**src/rtl/cms_trace_gate.sv**
```systemverilog
// cms_trace_gate: trace qualification and buffering between the pc/instr probe
// and the AXI-stream packer.
//   clk, rst_n            clock, asynchronous active-low reset
//   pc, instr, en         probe inputs and capture enable
//   ctrl_addr/wdata/we    control register write port (level strobe)
//   out_valid/out_ready   queue head handshake
//   out_pc/instr/delta    head record; out_last flags a WFI head
//   trace_active          trigger window open
//   dropped_count         saturating count of records lost to a full queue
module cms_trace_gate #(
  parameter int unsigned XLEN               = 64,
  parameter int unsigned INSTR_WIDTH        = 32,
  parameter int unsigned NUM_RANGES         = 4,
  parameter int unsigned TS_WIDTH           = 32,
  parameter int unsigned FIFO_DEPTH         = 4,
  parameter int unsigned WFI_STOP_THRESHOLD = 255
) (
  input  logic                   clk,
  input  logic                   rst_n,
  input  logic [XLEN-1:0]        pc,
  input  logic [INSTR_WIDTH-1:0] instr,
  input  logic                   en,
  input  logic [7:0]             ctrl_addr,
  input  logic [XLEN-1:0]        ctrl_wdata,
  input  logic                   ctrl_we,
  output logic                   out_valid,
  input  logic                   out_ready,
  output logic [XLEN-1:0]        out_pc,
  output logic [INSTR_WIDTH-1:0] out_instr,
  output logic [TS_WIDTH-1:0]    out_delta,
  output logic                   out_last,
  output logic                   trace_active,
  output logic [31:0]            dropped_count
);

  localparam int unsigned WC_W = $clog2(WFI_STOP_THRESHOLD + 1);
  localparam logic [INSTR_WIDTH-1:0] WFI_INSTR = INSTR_WIDTH'(32'h1050_0073);
  localparam logic [WC_W-1:0] WC_STOP   = WC_W'(WFI_STOP_THRESHOLD);
  localparam logic [WC_W-1:0] WC_REPEAT = WC_W'(WFI_STOP_THRESHOLD - 1);

  localparam logic [7:0] A_START_EN   = 8'h00;
  localparam logic [7:0] A_END_EN     = 8'h01;
  localparam logic [7:0] A_START_ADDR = 8'h02;
  localparam logic [7:0] A_END_ADDR   = 8'h03;
  localparam logic [7:0] A_ONE_SHOT   = 8'h04;
  localparam logic [7:0] A_REARM      = 8'h05;
  localparam logic [7:0] A_WFI_CNT    = 8'h06;
  localparam logic [7:0] A_CLR_DROP   = 8'h07;
  localparam logic [7:0] A_TS         = 8'h08;

  typedef struct packed {
    logic [XLEN-1:0]        pc;
    logic [INSTR_WIDTH-1:0] instr;
    logic [TS_WIDTH-1:0]    delta;
    logic                   last;
  } rec_t;

  logic [XLEN-1:0]        d0_pc_q, d0_pc_d, d1_pc_q, d1_pc_d;
  logic [INSTR_WIDTH-1:0] d0_instr_q, d0_instr_d, d1_instr_q, d1_instr_d;
  logic                   d1_new_q, d1_new_d;
  logic [TS_WIDTH-1:0]    ts_q, ts_d, last_ts_q, last_ts_d;
  logic [WC_W-1:0]        wfi_cnt_q, wfi_cnt_d;
  logic                   start_en_q, start_en_d, end_en_q, end_en_d;
  logic                   one_shot_q, one_shot_d;
  logic [XLEN-1:0]        start_addr_q, start_addr_d, end_addr_q, end_addr_d;
  logic                   start_rch_q, start_rch_d, end_rch_q, end_rch_d;
  logic                   trace_active_q, trace_active_d;
  logic [NUM_RANGES-1:0]  rng_en_q, rng_en_d, rng_mode_q, rng_mode_d;
  logic [XLEN-1:0]        rng_lo_q [NUM_RANGES];
  logic [XLEN-1:0]        rng_lo_d [NUM_RANGES];
  logic [XLEN-1:0]        rng_hi_q [NUM_RANGES];
  logic [XLEN-1:0]        rng_hi_d [NUM_RANGES];
  rec_t                   q_q [FIFO_DEPTH];
  rec_t                   q_d [FIFO_DEPTH];
  logic [FIFO_DEPTH-1:0]  vld_q, vld_d;
  logic [31:0]            drop_cnt_q, drop_cnt_d;

  logic any_incl, in_incl, in_excl, range_ok, evt, qualify;
  logic pop, full, push, drop, placed, st_match, end_match;
  rec_t rec;

  // State registers
  always_ff @(posedge clk or negedge rst_n) begin
    if (!rst_n) begin
      d0_pc_q        <= '0;
      d0_instr_q     <= '0;
      d1_pc_q        <= '0;
      d1_instr_q     <= '0;
      d1_new_q       <= 1'b0;
      ts_q           <= '0;
      last_ts_q      <= '0;
      wfi_cnt_q      <= '0;
      start_en_q     <= 1'b0;
      end_en_q       <= 1'b0;
      one_shot_q     <= 1'b0;
      start_addr_q   <= '0;
      end_addr_q     <= '1;
      start_rch_q    <= 1'b0;
      end_rch_q      <= 1'b0;
      trace_active_q <= 1'b1;
      rng_en_q       <= '0;
      rng_mode_q     <= '0;
      for (int i = 0; i < NUM_RANGES; i++) begin
        rng_lo_q[i] <= '0;
        rng_hi_q[i] <= '1;
      end
      for (int i = 0; i < FIFO_DEPTH; i++) q_q[i] <= '0;
      vld_q          <= '0;
      drop_cnt_q     <= '0;
    end else begin
      d0_pc_q        <= d0_pc_d;
      d0_instr_q     <= d0_instr_d;
      d1_pc_q        <= d1_pc_d;
      d1_instr_q     <= d1_instr_d;
      d1_new_q       <= d1_new_d;
      ts_q           <= ts_d;
      last_ts_q      <= last_ts_d;
      wfi_cnt_q      <= wfi_cnt_d;
      start_en_q     <= start_en_d;
      end_en_q       <= end_en_d;
      one_shot_q     <= one_shot_d;
      start_addr_q   <= start_addr_d;
      end_addr_q     <= end_addr_d;
      start_rch_q    <= start_rch_d;
      end_rch_q      <= end_rch_d;
      trace_active_q <= trace_active_d;
      rng_en_q       <= rng_en_d;
      rng_mode_q     <= rng_mode_d;
      rng_lo_q       <= rng_lo_d;
      rng_hi_q       <= rng_hi_d;
      q_q            <= q_d;
      vld_q          <= vld_d;
      drop_cnt_q     <= drop_cnt_d;
    end
  end

  // Qualification, triggers, control writes and queue update
  always_comb begin
    d0_pc_d      = pc;
    d0_instr_d   = instr;
    d1_pc_d      = d0_pc_q;
    d1_instr_d   = d0_instr_q;
    // d0/d1 mismatch travels with the record so d1 knows it is a fresh pc
    d1_new_d     = (d0_pc_q != d1_pc_q);
    ts_d         = ts_q + TS_WIDTH'(1);
    last_ts_d    = last_ts_q;
    wfi_cnt_d    = wfi_cnt_q;
    start_en_d   = start_en_q;
    end_en_d     = end_en_q;
    one_shot_d   = one_shot_q;
    start_addr_d = start_addr_q;
    end_addr_d   = end_addr_q;
    start_rch_d  = start_rch_q;
    end_rch_d    = end_rch_q;
    rng_en_d     = rng_en_q;
    rng_mode_d   = rng_mode_q;
    rng_lo_d     = rng_lo_q;
    rng_hi_d     = rng_hi_q;
    q_d          = q_q;
    vld_d        = vld_q;
    drop_cnt_d   = drop_cnt_q;
    any_incl     = 1'b0;
    in_incl      = 1'b0;
    in_excl      = 1'b0;
    placed       = 1'b0;

    // Address window filter on d1
    for (int i = 0; i < NUM_RANGES; i++) begin
      if (rng_en_q[i]) begin
        if (!rng_mode_q[i]) begin
          any_incl = 1'b1;
          if (d1_pc_q >= rng_lo_q[i] && d1_pc_q <= rng_hi_q[i]) in_incl = 1'b1;
        end else if (d1_pc_q >= rng_lo_q[i] && d1_pc_q <= rng_hi_q[i]) begin
          in_excl = 1'b1;
        end
      end
    end
    range_ok = (!any_incl || in_incl) && !in_excl;

    // A stalled WFI gets one repeat capture just before the stop threshold
    evt     = (d1_new_q || wfi_cnt_q == WC_REPEAT) && (d1_pc_q != '0);
    qualify = evt && en && (wfi_cnt_q < WC_STOP)
              && (start_rch_q || !start_en_q) && (!end_rch_q || !end_en_q) && range_ok;

    if (d1_instr_q != WFI_INSTR) wfi_cnt_d = '0;
    else if (en && wfi_cnt_q < WC_STOP) wfi_cnt_d = wfi_cnt_q + WC_W'(1);

    if (qualify) last_ts_d = ts_q;
    rec.pc    = d1_pc_q;
    rec.instr = d1_instr_q;
    rec.delta = ts_q - last_ts_q;
    rec.last  = (d1_instr_q == WFI_INSTR);

    // Triggers on the raw probe pc; end wins a simultaneous match
    st_match  = start_en_q && (pc == start_addr_q) && !(one_shot_q && end_rch_q);
    end_match = end_en_q && (pc == end_addr_q);
    if (st_match) begin
      start_rch_d = 1'b1;
      end_rch_d   = 1'b0;
    end
    if (end_match) begin
      end_rch_d   = 1'b1;
      start_rch_d = 1'b0;
    end

    // Queue kept head-aligned so the outputs come straight from entry 0
    pop  = vld_q[0] && out_ready;
    full = vld_q[FIFO_DEPTH-1];
    push = qualify && (!full || pop);
    drop = qualify && full && !pop;
    if (pop) begin
      for (int i = 0; i < FIFO_DEPTH - 1; i++) begin
        q_d[i]   = q_q[i+1];
        vld_d[i] = vld_q[i+1];
      end
      vld_d[FIFO_DEPTH-1] = 1'b0;
    end
    if (push) begin
      for (int i = 0; i < FIFO_DEPTH; i++) begin
        if (!placed && !vld_d[i]) begin
          q_d[i]   = rec;
          vld_d[i] = 1'b1;
          placed   = 1'b1;
        end
      end
    end
    if (drop && drop_cnt_q != 32'hFFFF_FFFF) drop_cnt_d = drop_cnt_q + 32'd1;

    // Control writes override same-cycle trigger and counter updates
    if (ctrl_we) begin
      case (ctrl_addr)
        A_START_EN:   start_en_d   = ctrl_wdata[0];
        A_END_EN:     end_en_d     = ctrl_wdata[0];
        A_START_ADDR: start_addr_d = ctrl_wdata;
        A_END_ADDR:   end_addr_d   = ctrl_wdata;
        A_ONE_SHOT:   one_shot_d   = ctrl_wdata[0];
        A_REARM: begin
          start_rch_d = 1'b0;
          end_rch_d   = 1'b0;
        end
        A_WFI_CNT:    wfi_cnt_d    = WC_W'(ctrl_wdata);
        A_CLR_DROP:   drop_cnt_d   = '0;
        A_TS:         ts_d         = TS_WIDTH'(ctrl_wdata);
        default: ;
      endcase
      for (int i = 0; i < NUM_RANGES; i++) begin
        if (ctrl_addr == 8'(16 + 4 * i))     rng_en_d[i]   = ctrl_wdata[0];
        if (ctrl_addr == 8'(16 + 4 * i + 1)) rng_mode_d[i] = ctrl_wdata[0];
        if (ctrl_addr == 8'(16 + 4 * i + 2)) rng_lo_d[i]   = ctrl_wdata;
        if (ctrl_addr == 8'(16 + 4 * i + 3)) rng_hi_d[i]   = ctrl_wdata;
      end
    end

    trace_active_d = start_rch_d || !start_en_d;
  end

  assign out_valid     = vld_q[0];
  assign out_pc        = q_q[0].pc;
  assign out_instr     = q_q[0].instr;
  assign out_delta     = q_q[0].delta;
  assign out_last      = q_q[0].last;
  assign trace_active  = trace_active_q;
  assign dropped_count = drop_cnt_q;

endmodule
```
**config.mk**
```make
export PLATFORM = sky130hd
export DESIGN_NAME = cms_trace_gate
export DESIGN_NICKNAME = d
export VERILOG_FILES = /design/src/rtl/cms_trace_gate.sv
export SDC_FILE = /design/constraint.sdc
export NUM_CORES = 2
export LEC_CHECK = 0
export ABC_CLOCK_PERIOD_IN_PS = 4400
export CAP_MARGIN = 20
export CORE_ASPECT_RATIO = 0.5
export CORE_MARGIN = 2
export CORE_UTILIZATION = 45
export DETAILED_ROUTE_END_ITERATION = 8
export GPL_TIMING_DRIVEN = 0
export PLACE_DENSITY = 0.66
export REMOVE_ABC_BUFFERS = 1
export SLEW_MARGIN = 5
export SYNTH_ARGS = -nofsm -noshare
export SYNTH_HDL_FRONTEND = slang
export SYNTH_SLANG_ARGS = --single-unit
```
**constraint.sdc**
```tcl
create_clock -name clk -period 4.4 [get_ports clk]
set_clock_uncertainty 0.05 [all_clocks]
set_input_delay 0.44 -clock clk [delete_from_list [all_inputs] [get_ports clk]]
set_output_delay 0.44 -clock clk [all_outputs]
set_load 0.02 [all_outputs]
```
==> flow_metrics.env <==
export IMPL_yosysMostFrequentCell="nand2_1"
export IMPL_finalWorstSetupSlack_ns=-1.24
export IMPL_dieWidth_um=584
export IMPL_worst_hold_path_type="in2reg"
export IMPL_synth_area_leaders="dfrtp_1 (38%), dfstp_2 (11%), ha_1 (9.0%)"
export IMPL_timing_reg2reg_worst_path_depth=23
export IMPL_detailed_placement_hpwl_um=143000
export IMPL_route_final_wire_length_um=228000
export IMPL_critical_path_reg2reg_startpoint="d1_pc_q[20]$_DFF_PN0_"
export IMPL_power_switching_fraction=0.321
export IMPL_p_comb_frac=0.329
export IMPL_number_of_antenna_violations_at_the_first_check_in_global_routing=28
export IMPL_post_synthesis_sequential_area_ratio=0.491
export IMPL_final_util=0.548
export IMPL_area_used_by_multi_input_combinational_logic_mm2=0.0356
export IMPL_final_worst_path_period_need_ns=5.64
export IMPL_fillerInstances=14100
export IMPL_grt_start_max_net_pins=167
export IMPL_netlist_instances=7265
export IMPL_layout_cells_non_filler=10100
export IMPL_number_of_global_route_vias_before_repair=53400
export IMPL_critical_path_class="reg2reg"
export IMPL_regArea_mm2=0.0374
export IMPL_io_buffers=335
export IMPL_critical_path_arrival_ns=6.24
export IMPL_dr_pass1_iters=6
export IMPL_final_max_slew_violation_count=0
export IMPL_antenna_viol_nets_final=0
export IMPL_clock_network_fraction_of_total_power=0.276
export IMPL_dpl_cell_count=9517
export IMPL_ctsHtreeMaxLevel=4
export IMPL_synthToLayoutAreaGrowth_pct=20.9
export IMPL_power_density_cell_area_mw_per_mm2=506
export IMPL_synth_enable_flop_cells=0
export IMPL_die_h_um=294
export IMPL_drt_first_iter_violations=4418
export IMPL_wire_length_of_the_first_global_routing_pass_um=329000
export IMPL_vias=55100
export IMPL_failing_checks="negative setup slack"
export IMPL_hold_path_startpoint="instr[12]"
export IMPL_cp_required_ns=5.00
export IMPL_irDropWorstVdd_v=0.000305
export IMPL_clk_path_buf_depth=3
export IMPL_run_status="finished, violations left"
export IMPL_synth_avg_cell_area_um2=10.4
export IMPL_setup_viol=568
export IMPL_cts_num_sinks=1471
export IMPL_master_cell_of_the_clock_root_buffer="clkbuf_16"
export IMPL_drive_gt1_frac=0.221
export IMPL_synth_yosys_warnings=0
export IMPL_synthesis_area_mm2=0.0758
export IMPL_cts_clk_slew_worst_paths_ns=0.07
export IMPL_yosys_area_top_type_share=0.380
export IMPL_synth_seq_cells=1471
export IMPL_ys_async_sr_fraction=1.00
export IMPL_timing_hold_worst_path_depth=1
export IMPL_gp_congestion=0.941
export IMPL_worst_slew_pin_slew_ns=1.41
export IMPL_fp_dieArea_mm2=0.172
export IMPL_r2r_setup_slack_ns=-1.24
export IMPL_clock_latency_ns=0.78
export IMPL_endpoint_worst_hold="d0_instr_q[12]$_DFF_PN0_"
export IMPL_grt_total_usage=0.252
export IMPL_detail_route_vias_per_cell=5.48
export IMPL_fin_crit_sh=1.28
export IMPL_synth_cell_types=79
export IMPL_rr_endpoint="q_q[254]$_DFF_PN0_"
export IMPL_synth_top_flop_cell="dfrtp_1"
export IMPL_fin_nets=8380
export IMPL_number_of_endpoints_with_negative_hold_slack_in_the_final_report=0
export IMPL_wire_per_inst_um=22.7
export IMPL_power_frac_seq=0.395
export IMPL_start_util=0.453
export IMPL_yosysTopAreaCell="dfrtp_1"
export IMPL_power_static_leakage_uw=0.0436
export IMPL_overflow=0
export IMPL_synthTopCellsByCount="nand2_1 (1410), dfrtp_1 (1150), inv_1 (643)"
export IMPL_drt_drc_violations_left=0
export IMPL_maximum_capacitance_violations=0
export IMPL_ioPinCount=336
export IMPL_power_net_switching_uw=14900
export IMPL_slew_headroom=0.0467
export IMPL_cts_buffers=144
export IMPL_timing_critical_path_to_type="flop"
export IMPL_timing_critical_path_from_type="flop"
export IMPL_top_achievable_clock_speed_mhz=177
export IMPL_tritoncts_clock_tree="yes"
export IMPL_placement_setup_worst_slack_ns=-4.06
export IMPL_unrepaired_setup_endpoints_after_global_routing="true"
export IMPL_totalPowerFinal_uw=46300
export IMPL_crit_fanout=6
export IMPL_core_area_mm2=0.167
export IMPL_num_rows=106
export IMPL_power_internal_uw=31500
[what timing repair did]
| action | 4_1_cts | 5_1_grt |
|---|---|---|
| setup endpoints to repair | 584 | 583 |
| hold buffers | 10 | 0 |
| setup buffers | 119 | 99 |
| gates resized for setup | 299 | 313 |
| pin swaps | 31 | 38 |
| endpoints found under the hold margin | 95 | 0 |
| cloned | 17 | 30 |
[critical path, stage by stage (launching register included)]
cell and delay, ns:
dfrtp_4 0.55, ha_4 0.28, nand4_1 0.23, or2_1 0.31, or4_4 0.43, o221ai_4 0.40, o221a_4 0.34, a211oi_4 0.14
o31ai_4 0.42, buf_12 0.15, a221oi_4 0.09, nor3_4 0.20, buf_8 0.15, buf_4 0.12, nand4_1 0.17, buf_8 0.21
buf_12 0.13, buf_12 0.12, buf_12 0.13, buf_12 0.12, buf_12 0.13, buf_12 0.15, buf_12 0.14, mux2_4 0.29
[cells by family after synthesis]
logic type               synth area share
multiplexers                        0.146
XOR/XNOR                           0.0250
adder cells (fa/ha/maj)            0.0906
buffers and inverters              0.0615
flip-flops                          0.491
AO/OA/AOI/OAI                      0.0719
AND/OR/NAND/NOR                     0.114
[power groups by stage]
stage               clock (uW)  combinational, uW  sequential (uW)
finish                   12800              15300            18300
global route             13500              16500            18600
CTS                      12900              13400            18300
detailed placement           0              11900            18500
global placement             0              12400            18700
floorplan                    0               7960            18700
[per-layer routing]
layer / GRT usage / share of wire / wire length [um] / vias to the layer above
li1: - / - / - / 25400
met4: 0.103 / 0.043 / 9850 / 10
met2: 0.403 / 0.46 / 105000 / 1484
met5: 0 / 0.00028 / 64 / -
met1: 0.343 / 0.44 / 99500 / 27800
met3: 0.0383 / 0.060 / 13800 / 418
[worst max path at each step]
stage | from | end | slack (ns) | cells after the start
after floorplan | d1_pc_q[22]$_DFF_PN0_ | q_q[162]$_DFF_PN0_ | -7.30 | 12
after global placement | rst_n | out_delta[17]$_DFF_PN0_ | -65.35 | 1
after detailed placement | d1_pc_q[51]$_DFF_PN0_ | q_q[51]$_DFFE_PN0P_ | -4.06 | 23
after CTS | d1_pc_q[20]$_DFF_PN0_ | q_q[124]$_DFFE_PN0P_ | -1.07 | 23
after global routing | d1_pc_q[20]$_DFF_PN0_ | q_q[252]$_DFF_PN0_ | -1.25 | 23
final | d1_pc_q[20]$_DFF_PN0_ | q_q[254]$_DFF_PN0_ | -1.24 | 23
[flip-flops by register name, summed over array words and instances (netlist names), 64 cells and up]
register,flops
d0_pc_q,64
d1_pc_q,64
end_addr_q,64
out_pc,64
q_q,387
rng_hi_q,256
rng_lo_q,256
start_addr_q,64
[layout make-up]
class | instances | share of cell area
repair buffers | 695 | 0.0932
flip-flops and latches | 1471 | 0.408
well taps | 2268 | 0.0310
diodes | 23 | 0.000628
clock inverters | 50 | 0.00698
multi-input cells | 4704 | 0.389
inverters | 643 | 0.0264
clock buffers | 208 | 0.0451
[stage by stage]
step / instance area [um2] / hold WS (ns) / setup TNS (ns)
6_report: 91600 / 0.0515 / -476.88
5_1_grt: 91600 / 0.0239 / -470.24
4_1_cts: 89000 / 0.000295 / -348.88
3_5_place_dp: 81600 / 0.285 / -1598.81
3_3_place_gp: 79700 / 0.282 / -
2_1_floorplan: 73500 / 0.0944 / -3829.48
[cells in the final DEF (no fill, tap or decap), types with 23 or more instances in the layout]
| master | synthesis | final |
|---|---|---|
| a21o_1 | 61 | 61 |
| a21oi_1 | 241 | 233 |
| and3_1 | 34 | 30 |
| buf_12 | 0 | 75 |
| buf_16 | 0 | 42 |
| buf_4 | 137 | 140 |
| buf_6 | 0 | 44 |
| clkbuf_1 | 258 | 40 |
| clkbuf_16 | 0 | 169 |
| clkdlybuf4s50_1 | 0 | 334 |
| dfrtp_1 | 1150 | 1087 |
| dfrtp_2 | 0 | 26 |
| dfrtp_4 | 0 | 37 |
| dfstp_2 | 321 | 321 |
| diode_2 | 0 | 23 |
| ha_1 | 547 | 540 |
| inv_1 | 643 | 641 |
| mux2_1 | 303 | 94 |
| mux2_2 | 458 | 418 |
| mux2_4 | 0 | 249 |
| mux2i_1 | 246 | 244 |
| nand2_1 | 1410 | 1406 |
| nand2b_1 | 32 | 31 |
| nand3_1 | 86 | 83 |
| nand4_1 | 156 | 156 |
| nor2_1 | 92 | 86 |
| nor2b_1 | 23 | 23 |
| nor3_1 | 35 | 31 |
| nor4_1 | 63 | 52 |
| o21ai_0 | 435 | 430 |
| xnor2_1 | 149 | 149 |
| xor2_1 | 67 | 67 |
(Power assumes the default switching activity.)
